`src/rtl/adma_pkg.sv`:
```
// Shared AXI DMA address-stream definitions: BRESP encodings and where the channel
// number sits inside the AXI ID.
package adma_pkg;

  localparam logic [1:0] BRESP_OKAY   = 2'b00;
  localparam logic [1:0] BRESP_EXOKAY = 2'b01;
  localparam logic [1:0] BRESP_SLVERR = 2'b10;
  localparam logic [1:0] BRESP_DECERR = 2'b11;

  localparam int CHN_ID_LSB = 0;

  function automatic logic bresp_is_err(input logic [1:0] resp);
    return (resp == BRESP_SLVERR) || (resp == BRESP_DECERR);
  endfunction

endpackage

```
`src/rtl/adma_ost_cnt.sv`:
```
// Per-channel outstanding write counter.
// Optional feature: ADMA_CPL_UNEXP_CHK_EN makes the counter saturate at zero on an unexpected decrement.
module adma_ost_cnt #(
  parameter int OST_W = 4
) (
  input  logic             clk,
  input  logic             rst_n,
  input  logic             inc,
  input  logic             dec,
  input  logic [OST_W-1:0] max,
  output logic [OST_W-1:0] cnt,
  output logic             full,
  output logic             underflow
);

  logic dec_eff;

  assign full      = (cnt == max);
  assign underflow = dec & (cnt == '0);

`ifdef ADMA_CPL_UNEXP_CHK_EN
  assign dec_eff = dec & ~underflow;
`else
  assign dec_eff = dec;
`endif

  always_ff @(posedge clk or negedge rst_n) begin
    if (!rst_n)               cnt <= '0;
    else if (inc && !dec_eff) cnt <= cnt + OST_W'(1);
    else if (dec_eff && !inc) cnt <= cnt - OST_W'(1);
  end

endmodule

```
`src/rtl/adma_as_atx_cpl_demux.sv`:
```
// Gates issues on per-channel outstanding limits and routes AXI B responses back to
// their owning DMA channel. Optional feature: ADMA_CPL_UNEXP_CHK_EN flags unexpected responses.
module adma_as_atx_cpl_demux
  import adma_pkg::*;
#(
  parameter  int DMA_CHN_NUM   = 4,
  parameter  int MST_ID_W      = 5,
  parameter  int OST_MAX       = 8,
  localparam int DMA_CHN_NUM_W = $clog2(DMA_CHN_NUM),
  localparam int OST_W         = $clog2(OST_MAX + 1)
) (
  input  logic                                clk,
  input  logic                                rst_n,
  input  logic [DMA_CHN_NUM_W-1:0]            atx_chn_id,
  input  logic                                atx_vld,
  output logic                                atx_rdy,
  output logic                                m_atx_vld,
  input  logic                                m_atx_rdy,
  input  logic [MST_ID_W-1:0]                 bid,
  input  logic [1:0]                          bresp,
  input  logic                                bvalid,
  output logic                                bready,
  output logic [DMA_CHN_NUM-1:0]              cpl_vld,
  output logic [1:0]                          cpl_resp,
  input  logic [DMA_CHN_NUM-1:0]              cpl_rdy,
  output logic [DMA_CHN_NUM-1:0][OST_W-1:0]   ost_cnt,
  output logic [DMA_CHN_NUM-1:0]              err_sticky,
  input  logic [DMA_CHN_NUM-1:0]              err_clr
);

  logic [DMA_CHN_NUM-1:0]   ost_full, uflow, err_set;
  logic [DMA_CHN_NUM_W-1:0] b_chn, hold_chn;
  logic [1:0]               hold_resp;
  logic                     hold_vld, drain, b_hsk, iss_hsk, chn_ok, cap;
  logic                     unused_bid;

  assign b_chn      = bid[CHN_ID_LSB +: DMA_CHN_NUM_W];
  assign unused_bid = ^bid;
  assign chn_ok     = (int'(b_chn) < DMA_CHN_NUM);

  assign m_atx_vld = atx_vld   & ~ost_full[atx_chn_id];
  assign atx_rdy   = m_atx_rdy & ~ost_full[atx_chn_id];
  assign iss_hsk   = atx_vld & atx_rdy;

  // Draining and capturing in one cycle keeps back-to-back B at full rate.
  assign drain  = hold_vld & cpl_rdy[hold_chn];
  assign bready = ~hold_vld | drain;
  assign b_hsk  = bvalid & bready;
  assign cap    = b_hsk & chn_ok;

  always_ff @(posedge clk or negedge rst_n) begin
    if (!rst_n) begin
      hold_vld  <= 1'b0;
      hold_chn  <= '0;
      hold_resp <= '0;
    end else if (cap) begin
      hold_vld  <= 1'b1;
      hold_chn  <= b_chn;
      hold_resp <= bresp;
    end else if (drain) begin
      hold_vld  <= 1'b0;
    end
  end

  assign cpl_resp = hold_resp;

  for (genvar c = 0; c < DMA_CHN_NUM; c++) begin : g_chn
    assign cpl_vld[c] = hold_vld & (hold_chn == DMA_CHN_NUM_W'(c));

    adma_ost_cnt #(.OST_W(OST_W)) u_ost_cnt (
      .clk       (clk),
      .rst_n     (rst_n),
      .inc       (iss_hsk & (atx_chn_id == DMA_CHN_NUM_W'(c))),
      .dec       (b_hsk & (b_chn == DMA_CHN_NUM_W'(c))),
      .max       (OST_W'(OST_MAX)),
      .cnt       (ost_cnt[c]),
      .full      (ost_full[c]),
      .underflow (uflow[c])
    );
  end

`ifndef ADMA_CPL_UNEXP_CHK_EN
  logic unused_uflow;
  assign unused_uflow = ^uflow;
`endif

  always_comb begin
    err_set = '0;
    for (int c = 0; c < DMA_CHN_NUM; c++) begin
      if (b_hsk && int'(b_chn) == c) begin
`ifdef ADMA_CPL_UNEXP_CHK_EN
        err_set[c] = bresp_is_err(bresp) | uflow[c];
`else
        err_set[c] = bresp_is_err(bresp);
`endif
      end
    end
`ifdef ADMA_CPL_UNEXP_CHK_EN
    // Out-of-range channels have no owner; report them on channel 0.
    if (b_hsk && !chn_ok) err_set[0] = 1'b1;
`endif
  end

  // Set beats clear when both land in the same cycle.
  always_ff @(posedge clk or negedge rst_n) begin
    if (!rst_n) err_sticky <= '0;
    else        err_sticky <= err_set | (err_sticky & ~err_clr);
  end

endmodule

```
`config.mk`:
```
export PLATFORM = sky130hd
export DESIGN_NAME = adma_as_atx_cpl_demux
export DESIGN_NICKNAME = d
export VERILOG_FILES = /design/src/rtl/adma_pkg.sv /design/src/rtl/adma_ost_cnt.sv /design/src/rtl/adma_as_atx_cpl_demux.sv
export SDC_FILE = /design/constraint.sdc
export NUM_CORES = 1
export LEC_CHECK = 0
export ABC_AREA = 1
export BUFFER_PORTS_ARGS = -buffer_cell sky130_fd_sc_hd__buf_2
export CAP_MARGIN = 20
export CORE_MARGIN = 2
export CORE_UTILIZATION = 53
export CTS_CLUSTER_SIZE = 28
export DETAILED_ROUTE_END_ITERATION = 8
export GPL_TIMING_DRIVEN = 0
export PLACE_DENSITY_LB_ADDON = 0.2
export SLEW_MARGIN = 20
export SYNTH_ARGS = -nofsm -noshare
export SYNTH_HDL_FRONTEND = slang
export SYNTH_HIERARCHICAL = 1
export SYNTH_SLANG_ARGS = --single-unit
```
`constraint.sdc`:
```
create_clock -name clk -period 2.6 [get_ports clk]
set_input_delay 0.26 -clock clk [delete_from_list [all_inputs] [get_ports clk]]
set_output_delay 0.26 -clock clk [all_outputs]
set_load 0.01 [all_outputs]
```
==> results of run 1 <==
[per-stage QoR]
| step | instance area, um^2 | util (%) | hold slack, ns | total power [mW] | std cells |
|---|---|---|---|---|---|
| 2_1_floorplan | 1940 | - | -0.0356 | 1.71 | 275 |
| 5_1_grt | 2410 | 71.7 | 0.145 | 2.74 | 381 |
| 6_report | 2410 | 71.7 | 0.154 | 2.46 | 381 |
| 3_5_place_dp | 2220 | 66.1 | 0.288 | 2.09 | 367 |
| 4_1_cts | 2260 | 67.3 | 0.147 | 2.27 | 372 |
| 3_3_place_gp | 2220 | 66.1 | 0.285 | 2.04 | 367 |
[routing by layer]
layer  global-route usage, %  vias up  wire [um]
met3                    2.68        4        111
li1                        -      945          -
met4                    5.71        0         46
met2                    37.2       27       1980
met1                    25.1      791       1810
met5                       0        -          0
[worst min-delay path, stage by stage]
cell and delay [ns]:
buf_2 0.07, inv_1 0.03, nand2_1 0.05, nand2_1 0.04
[cell type report]
class,count,share of cell area [%]
Multi-Input combinational cell,213,50.9
Sequential cell,25,26.6
Timing Repair Buffer,56,12.8
Inverter,35,5.45
Tap cell,46,2.39
Clock buffer,3,0.935
Buffer,2,0.675
Clock inverter,1,0.312
[sequential cells by signal, summed over array words and instances, names as in the netlist]
register and cells:
g_chn.u_ost_cnt/cnt 16, err_sticky 4, cpl_resp 2, hold_chn 2, hold_vld 1
[power breakdown]
group          switching, mW  internal (mW)
sequential             0.218          0.570
combinational          0.765          0.720
clock                  0.123         0.0587
total                   1.11           1.35
[path summary, 6_finish.rpt]
path	from	end	slack, ns	cells after the start
worst max register to register	g_chn[3].u_ost_cnt/cnt[1]	g_chn[3].u_ost_cnt/cnt[3]	0.17	15
worst min-delay path	err_clr[0]	err_sticky[0]	0.15	4
worst max-delay path	g_chn[3].u_ost_cnt/cnt[1]	g_chn[3].u_ost_cnt/cnt[3]	0.17	15
min in group asynchronous	rst_n	err_sticky[0]	0.44	2
worst min register to register	cpl_resp[0]	cpl_resp[0]	0.49	2
max in group asynchronous	rst_n	g_chn[3].u_ost_cnt/cnt[3]	1.75	2
[timing repair]
action,4_1_cts,5_1_grt
setup endpoints to repair,0,8
resized for setup,0,24
setup buffers,0,9
hold endpoints to repair,25,0
hold buffers,1,0
==> impl_results.md, run 1 <==
* Mapped Cells at 261
* Vias at roughly 1.8k
* Detailed-router iteration count before antenna repair at 4
* DIE AREA at slightly above 4000 um^2
* Antenna violations before repair at 0
* DR iter-0 viols at 63
* Multi-input logic area at about 1200 um^2
* Area delta synth->final at 27.9%
* Setup crit start kind: register
* Number of nets in the layout at around 370
* Drt wl/cell at approximately 10 um
* Die height at roughly 64 um
* Final Skew at between 0.003 and 0.004 ns
* Core footprint at approximately 3400 um^2
* Final setup violation count at 0
* RSZ-0062 raised after global routing: false
* Fillers at 310
* Clock sink count at 25
* Lkg Pwr at 1.34 nW
* Worst skew pair latency at 0.32 ns
* Number of global-route vias before repair at ~1.7k
* Outcome: finished, final reports clean
* Crit path cell chain: xor2_2 > nor3_2 > nand3_1 > nand2_1 > nor2_2 > nand3_2 > nor2_1 > ha_1 > inv_1 > ha_4 > or2_0 > nand2_1 > nand2_1 > nand3_1 > nand2_1
* Yosys warning total at 6
* Grt ovf at 0
* HP Class: in -> reg
* Mean Syn Cell Area at ~7.2 um^2
* Root Buffer: clkbuf_4
* Cell Pwr Density at about 1000 nW/um^2
* Starting Density at between 50% and 60%
* Worst-path fanout max at 4
* Max-capacitance violation count at 0
* Tightest Pin Transition at approximately 0.57 ns
* CP delay by family, top: simple AND/OR/NAND/NOR gates
* Pins over their slew limit at 0
* Worst-path clk slew at ~0.15 ns
* # diodes at 0
* Relative slew slack at between 60% and 70%
* Most common cell after layout, fill and taps aside: nand2_1
* Bufs and invs on worst path at 1
* DP HPWL at slightly below 3000 um
* Critical Path Max Stage Delay at about 0.48 ns
* Final count of hold timing violations at 0
* Global-route wire length before repair at 6820 um
* VDD IR max at between 0.0005 and 0.0006 V
* Commonest cells after routing, fill and taps aside: nand2_1, buf_2, inv_1, conb_1, xnor2_1
* WP data arrival at 2.65 ns
* Cell Area, Synth at around 1900 um^2
* Dpl ws at 0.0301 ns
* Rows at 21
* IO Count at 51
* Vias per cell at roughly 4.6
* CTS H-Tree Depth at 1
* Crit path top cell by count: nand2_1
* Die Width at between 60 and 70 um
* Pin count of the biggest net entering global routing at 26
* Register Area at approximately 640 um^2
* Final setup margin at around 0.17 ns
* CP endpoint kind: register
* Remaining antenna violation count at 0
* CTS Buf Count at 3
* Layout cells sized above 1 at 26.3%
* Final worst-path cycle share at 93.3%
* Final min period at about 2.4 ns
* CTS tree: yes
* CP Data Required Time at 2.83 ns
* Total wire length at between 3000 and 4000 um
* Crit Path Category: reg -> reg
* F_max at 412 MHz
* Slowest stage cell on the critical path: dfrtp_2
* CTS max path bufs at 2
* IO buf count at 46
* DRC Markers at 0
* Placer Congestion at 0.814
* TNS Setup at 0 ns
* Total Routing Usage GR at 20.5%
(Power assumes the default switching activity.)
==> run 2, diff against run 1 <==
CORE_UTILIZATION = 51   (was 53)
SYNTH_HIERARCHICAL = unset   (was 1)
==> run 2 against run 1 <==
Worst setup slack improved by 0.16 ns. Count of clock-buffer cells in the layout did not move. Largest power group unchanged. Critical path type unchanged. Register-to-register slack improved by 0.16 ns. Via count fell by 19%. Flip-flop and latch count did not move. Die area fell by 7.3%. Combinational power fell by 26%. Final area fell by 17%. Highest routed layer unchanged. Routed wire length fell by 23%.
==> impl_results.md, run 2 <==
* Worst-path fanout max at 5 (+1)
* Cell Area, Synth at 1670 um^2 (-11%)
* Final min period at 2.27 ns (-0.158 ns)
* CP delay by family, top: simple AND/OR/NAND/NOR gates
* WP data arrival at 2.50 ns (-0.15 ns)
* Lkg Pwr at 1.13 nW (-16%)
* Area leader, netlist: dfrtp_1
* IO Count at 51 (unchanged)
* Drt wl/cell at 9.92 um (-4.3%)
* Top cell types by occurrence after synthesis: nand2_1, inv_1, dfrtp_1
* Relative slew slack at 63.7% (+1.6 points)
* Worst-path clk slew at 0.13 ns (-0.02 ns)
* Total Routing Usage GR at 18.1% (-2.4 points)
* Crit Path Category: reg -> reg
* Placement-stage cell area at 1960 um^2 (-12%)
* Yosys warning total at 0 (-6)
* Post-CTS Setup Bufs at 0 (unchanged)
* Final setup violation count at 0 (unchanged)
* Min-Delay Startpoint: bresp[0]
* Max reg flops at 16 (unchanged)
* F_max at 441 MHz (+7.0%)
* Top post-synthesis cells by area: dfrtp_1, nand2_1, ha_1
* Netlist cell types at 22
* Rows at 20 (-4.8%)
* DRC Markers at 0 (unchanged)
* HP Class: in -> reg
* CTS tree: yes
* Global-route wire length before repair at 5010 um (-27%)
* TNS Setup at 0 ns (unchanged)
* Detailed-router iteration count before antenna repair at 4 (unchanged)
* Post-synth EDFFs at 0
* Pwr Total at 2.03 mW (-17%)
* Most common cell after layout, fill and taps aside: nand2_1
* Total wire length at 3030 um (-23%)
* CTS max path bufs at 2 (unchanged)
* CTS Buf Count at 3 (unchanged)
* Tightest Pin Transition at 0.544 ns (-0.0241 ns)
* Clock sink count at 25 (unchanged)
* Final worst-path cycle share at 87.2% (-6.1 points)
* Most frequent cell after synthesis: nand2_1
* Pins over their slew limit at 0 (unchanged)
* Vias per cell at 4.68 (+0.90%)
* Post-Layout Cell Count at 306 (-20%)
* DIE AREA at 3750 um^2 (-7.3%)
* Layout cells sized above 1 at 24.0% (-2.2 points)
* RSZ-0062 raised after global routing: false
* Antenna violations before repair at 0 (unchanged)
* DP HPWL at 2460 um (-16%)
* Die Width at 61.3 um (-3.7%)
* CTS H-Tree Depth at 1 (unchanged)
* Root Buffer: clkbuf_4
* DR iter-0 viols at 69 (+9.5%)
* Die height at 61.3 um (-3.7%)
* Grt ovf at 0 (unchanged)
* Pin count of the biggest net entering global routing at 26 (unchanged)
* Core footprint at 3080 um^2 (-8.5%)
* Mapped Cells at 210 (-20%)
* Post-route cell area at 2000 um^2 (-17%)
* FF-to-FF Start: g_chn[0].u_ost_cnt.cnt[0]
* Crit path from: g_chn[0].u_ost_cnt.cnt[0]
* Starting Density at 54.3% (-1.7 points)
* Flops & latches, synth at 25
* FFs w/ async S/R, synth at 100%
* Final Skew at 0.00509 ns (+0.00133 ns)
* Slowest stage cell on the critical path: dfrtp_1
* Top reg by flops: g_chn.u_ost_cnt.cnt
* Setup crit start kind: register
* Mean Syn Cell Area at 7.97 um^2 (+10%)
* # diodes at 0 (unchanged)
* Critical Path Max Stage Delay at 0.48 ns (about the same)
* Yosys top cell area share at a little under two fifths
* Bufs and invs on worst path at 1 (unchanged)
* Cell Pwr Density at 1010 nW/um^2 (-0.49%)
* Commonest cells after routing, fill and taps aside: nand2_1, buf_2, inv_1, dfrtp_1, nor2_1
* Final count of hold timing violations at 0 (unchanged)
* Crit path top cell by count: nand3_1
* Number of nets in the layout at 301 (-20%)
* Final Hold Slack at 0.125 ns (-0.0293 ns)
* Placer Congestion at 0.770 (-5.4%)
* Most used DFF post-synth: dfrtp_1
* Remaining antenna violation count at 0 (unchanged)
* VDD IR max at 0.000593 V (+7.6%)
* Placed insts at 301 (-18%)
* Area delta synth->final at 19.6%
* Syn_nets at approximately 250
* CP endpoint kind: register
* Register area share after synthesis at ~37%
* Crit path cell chain: nor2_1 > nand3_1 > nand2_1 > nor2_1 > nand3_1 > nor2_1 > ha_1 > inv_1 > ha_1 > nand3_1 > nand3_1 > xor2_1 > nand2_1 > nand2_1
* Number of global-route vias before repair at 1,219 (-28%)
* Vias at 1,432 (-19%)
* Max-capacitance violation count at 0 (unchanged)
* CP Data Required Time at 2.83 ns (about the same)
* Worst skew pair latency at 0.32 ns (about the same)
* Fillers at 290 (-6.5%)
* Resized cells post-CTS at 0 (unchanged)
* IO buf count at 47 (+2.2%)
* Largest registers: g_chn.u_ost_cnt.cnt x16, err_sticky x4
* Outcome: finished, final reports clean
==> run 2: final cells by class <==
| class | instances | area [um^2] | area share [%] |
|---|---|---|---|
| Clock buffer | 3 | 22.5 | 1.13 |
| Sequential cell | 25 | 626 | 31.3 |
| Clock inverter | 1 | 5.00 | 0.250 |
| Multi-Input combinational cell | 151 | 918 | 45.9 |
| Inverter | 34 | 129 | 6.44 |
| Timing Repair Buffer | 48 | 245 | 12.3 |
| Tap cell | 44 | 55.1 | 2.75 |
==> run 2: path summary, 6_finish.rpt <==
check / endpoint / slack [ns] / cells after the start
min reg2reg: err_sticky[2] / 0.49 / 2
max in group asynchronous: g_chn[0].u_ost_cnt.cnt[3] / 1.80 / 2
max: g_chn[3].u_ost_cnt.cnt[3] / 0.33 / 14
max reg2reg: g_chn[3].u_ost_cnt.cnt[3] / 0.33 / 14
min in group asynchronous: g_chn[1].u_ost_cnt.cnt[3] / 0.44 / 2
min: cpl_resp[0] / 0.12 / 3
==> run 2: power by group <==
group | switching [mW] | internal, mW | total [mW]
Combinational | 0.597 | 0.503 | 1.10
Sequential | 0.207 | 0.549 | 0.755
Clock | 0.116 | 0.0577 | 0.173
==> run 2: logic make-up (layout without fill, tap and decap cells) <==
kind of cell,count (synthesis),count (layout),share of synthesized area (%)
compound gates,4,4,1.20
xor+xnor,16,16,8.38
simple gates,115,115,31.6
buf+inv,34,86,7.70
flops,25,25,37.4
fa+ha+maj,16,16,13.8
==> run 2: through the flow <==
step | utilization (%) | setup slack (ns)
after floorplan | - | 0.542
after global placement | 63.8 | 0.367
after detailed placement | 63.8 | 0.342
after CTS | 65.0 | 0.318
after global routing | 65.0 | 0.0938
final | 65.0 | 0.332
==> run 2: worst reg2reg max path, stage by stage, from the launching register on <==
cell	delay, ns
dfrtp_1	0.48
nor2_1	0.08
nand3_1	0.09
nand2_1	0.09
nor2_1	0.10
nand3_1	0.14
nor2_1	0.15
ha_1	0.20
inv_1	0.09
ha_1	0.33
nand3_1	0.10
nand3_1	0.08
xor2_1	0.15
nand2_1	0.06
nand2_1	0.04
==> run 2: metal layers <==
layer | global-route usage [%] | up-vias | part of all wire, %
met4 | 4.66 | 0 | 1.1
li1 | - | 760 | -
met3 | 4.41 | 5 | 5.8
met5 | 0 | - | 0
met1 | 23.4 | 629 | 48
met2 | 30.4 | 38 | 45
==> run 2: timing repair <==
item	CTS	global route
endpoints found under the setup margin	0	0
hold buffers	1	0
endpoints found under the hold margin	25	0
==> run 3, diff against run 2 <==
MAX_ROUTING_LAYER = met4   (was unset)
==> run 3 against run 2 <==
Flip-flop and latch count unchanged. Maximum frequency unchanged. Critical path type unchanged. Critical path depth unchanged. Sequential power about the same. Non-clock buffer count unchanged. Final area unchanged. Via count about the same. Clock skew unchanged.
==> impl_results.md, run 3 (synthesis gave the netlist of run 2 again) <==
* Grt ovf at 0 (unchanged)
* Area delta synth->final at 19.6% (unchanged)
* Crit Path Category: reg -> reg
* Seq pwr share at 37.3% (about the same)
* Worst skew pair latency at 0.32 ns (about the same)
* Number of global-route vias before repair at 1,221 (+0.16%)
* Tightest Pin Transition at 0.544 ns (+0.0000461 ns)
* CP endpoint kind: register
* Worst-path clk slew at 0.13 ns (about the same)
* Clock sink count at 25 (unchanged)
* WP data arrival at 2.50 ns (about the same)
* Number of nets in the layout at 301 (unchanged)
* Vias per cell at 4.68 (about the same)
* Outcome: finished, final reports clean
* Final setup margin at 0.332 ns (unchanged)
* Rows at 20 (unchanged)
* Slowest stage cell on the critical path: dfrtp_1
* HP Class: in -> reg
* Worst-path fanout max at 5 (unchanged)
* DP HPWL at 2460 um (unchanged)
* CP Data Required Time at 2.83 ns (about the same)
* Max-capacitance violation count at 0 (unchanged)
* Most common cell after layout, fill and taps aside: nand2_1
* Crit path top cell by count: nand3_1
* # diodes at 0 (unchanged)
* DIE AREA at 3750 um^2 (unchanged)
* Largest registers: g_chn.u_ost_cnt.cnt x16, err_sticky x4
* CTS tree: yes
* Int Pwr at 1.11 mW (about the same)
* CTS max path bufs at 2 (unchanged)
* Resized cells post-CTS at 0 (unchanged)
* Die height at 61.3 um (unchanged)
* Placer Congestion at 0.781 (+1.4%)
* CTS H-Tree Depth at 1 (unchanged)
* CP delay by family, top: simple AND/OR/NAND/NOR gates
* RSZ-0062 raised after global routing: false
* Critical Path Max Stage Delay at 0.48 ns (about the same)
* Antenna violations before repair at 0 (unchanged)
* IO Count at 51 (unchanged)
* Drt wl/cell at 9.94 um (+0.23%)
* TNS Setup at 0 ns (unchanged)
* IO buf count at 47 (unchanged)
* Register Area at 626 um^2 (unchanged)
* Top reg by flops: g_chn.u_ost_cnt.cnt
* Final setup violation count at 0 (unchanged)
* Final count of hold timing violations at 0 (unchanged)
* DR iter-0 viols at 69 (unchanged)
* Starting Density at 54.3% (unchanged)
* Vias at 1,431 (-0.070%)
* Psw at 0.920 mW (about the same)
* Multi-input logic area at 918 um^2 (unchanged)
* Remaining antenna violation count at 0 (unchanged)
* Final min period at 2.27 ns (unchanged)
* DRC Markers at 0 (unchanged)
* Clock power share at 8.5% (about the same)
* Final Hold Slack at 0.125 ns (unchanged)
* Detailed-router iteration count before antenna repair at 4 (unchanged)
* Total wire length at 3040 um (+0.23%)
* Final worst-path cycle share at 87.2% (unchanged)
* VDD IR max at 0.000593 V (about the same)
* Fillers at 290 (unchanged)
* Layout cells sized above 1 at 24.0% (unchanged)
* Lkg Pwr at 1.13 nW (unchanged)
* CTS Buf Count at 3 (unchanged)
* Sw frac at 45.4% (about the same)
* Max reg flops at 16 (unchanged)
* Pin count of the biggest net entering global routing at 26 (unchanged)
* Global-route wire length before repair at 5010 um (unchanged)
* Root Buffer: clkbuf_4
* Total Routing Usage GR at 18.6% (+0.58 points)
* Die Width at 61.3 um (unchanged)
* Commonest cells after routing, fill and taps aside: nand2_1, buf_2, inv_1, dfrtp_1, nor2_1
* Final Skew at 0.00509 ns (unchanged)
* Pins over their slew limit at 0 (unchanged)
* Core footprint at 3080 um^2 (unchanged)
* Bufs and invs on worst path at 1 (unchanged)
* Setup crit start kind: register
* Dpl ws at 0.342 ns (unchanged)
* F_max at 441 MHz (unchanged)
* Comb power frac at 54.2% (about the same)
* Relative slew slack at 63.7% (about the same)
* Cell Pwr Density at 1010 nW/um^2 (about the same)
* Crit path cell chain: nor2_1 > nand3_1 > nand2_1 > nor2_1 > nand3_1 > nor2_1 > ha_1 > inv_1 > ha_1 > nand3_1 > nand3_1 > xor2_1 > nand2_1 > nand2_1
[run 3: cell counts in the layout (fill, tap and decap cells not counted)]
No cell type changed its count.
[run 3: final timing paths]
kind	start	to	slack (ns)	depth (start not counted)
min reg2reg	err_sticky[2]	err_sticky[2]	0.49	2
max in group asynchronous	rst_n	g_chn[0].u_ost_cnt.cnt[3]	1.80	2
min in group asynchronous	rst_n	g_chn[1].u_ost_cnt.cnt[3]	0.44	2
max	g_chn[0].u_ost_cnt.cnt[0]	g_chn[3].u_ost_cnt.cnt[3]	0.33	14
min	bresp[0]	cpl_resp[0]	0.12	3
max reg2reg	g_chn[0].u_ost_cnt.cnt[0]	g_chn[3].u_ost_cnt.cnt[3]	0.33	14
[run 3: what timing repair did]
action / CTS / global route
setup buffers: 0 / 0
hold endpoints to repair: 25 / 0
hold buffers: 1 / 0
[run 3: layout make-up]
type / instances / share of cell area, %
multi-input cells: 151 / 45.9
inverters: 34 / 6.44
well taps: 44 / 2.75
flip-flops and latches: 25 / 31.3
clock buffers: 3 / 1.13
clock inverters: 1 / 0.250
repair buffers: 48 / 12.3
[run 3: power by group through the flow]
stage          registers [mW]  clock network [mW]  logic, mW
4_1_cts                 0.761               0.183       1.12
2_1_floorplan           0.806                   0      0.732
3_5_place_dp            0.769                   0       1.11
3_3_place_gp            0.767                   0       1.09
5_1_grt                 0.791               0.196       1.26
6_report                0.756               0.173       1.10
[run 3: stage by stage]
stage	std cells	utilization [%]	cell area, um^2	power (mW)
after global routing	306	65.0	2000	2.25
final	306	65.0	2000	2.03
after global placement	301	63.8	1960	1.85
after floorplan	210	-	1670	1.54
after detailed placement	301	63.8	1960	1.88
after CTS	306	65.0	2000	2.06
[run 3: layer usage]
layer	track usage [%]	share of wire, %	vias up
met5	-	0	-
met4	4.66	1.1	0
met1	23.4	48	629
li1	-	-	759
met2	30.4	45	38
met3	4.41	5.8	5
[run 3: worst register-to-register path, delay by kind of cell (launching register included)]
kind,cells,cell delay [ns]
buffers and inverters,1,0.09
DFF,1,0.48
xor gates and xnor gates,1,0.15
and+or+nand+nor,10,0.93
adders and majority gates,2,0.53
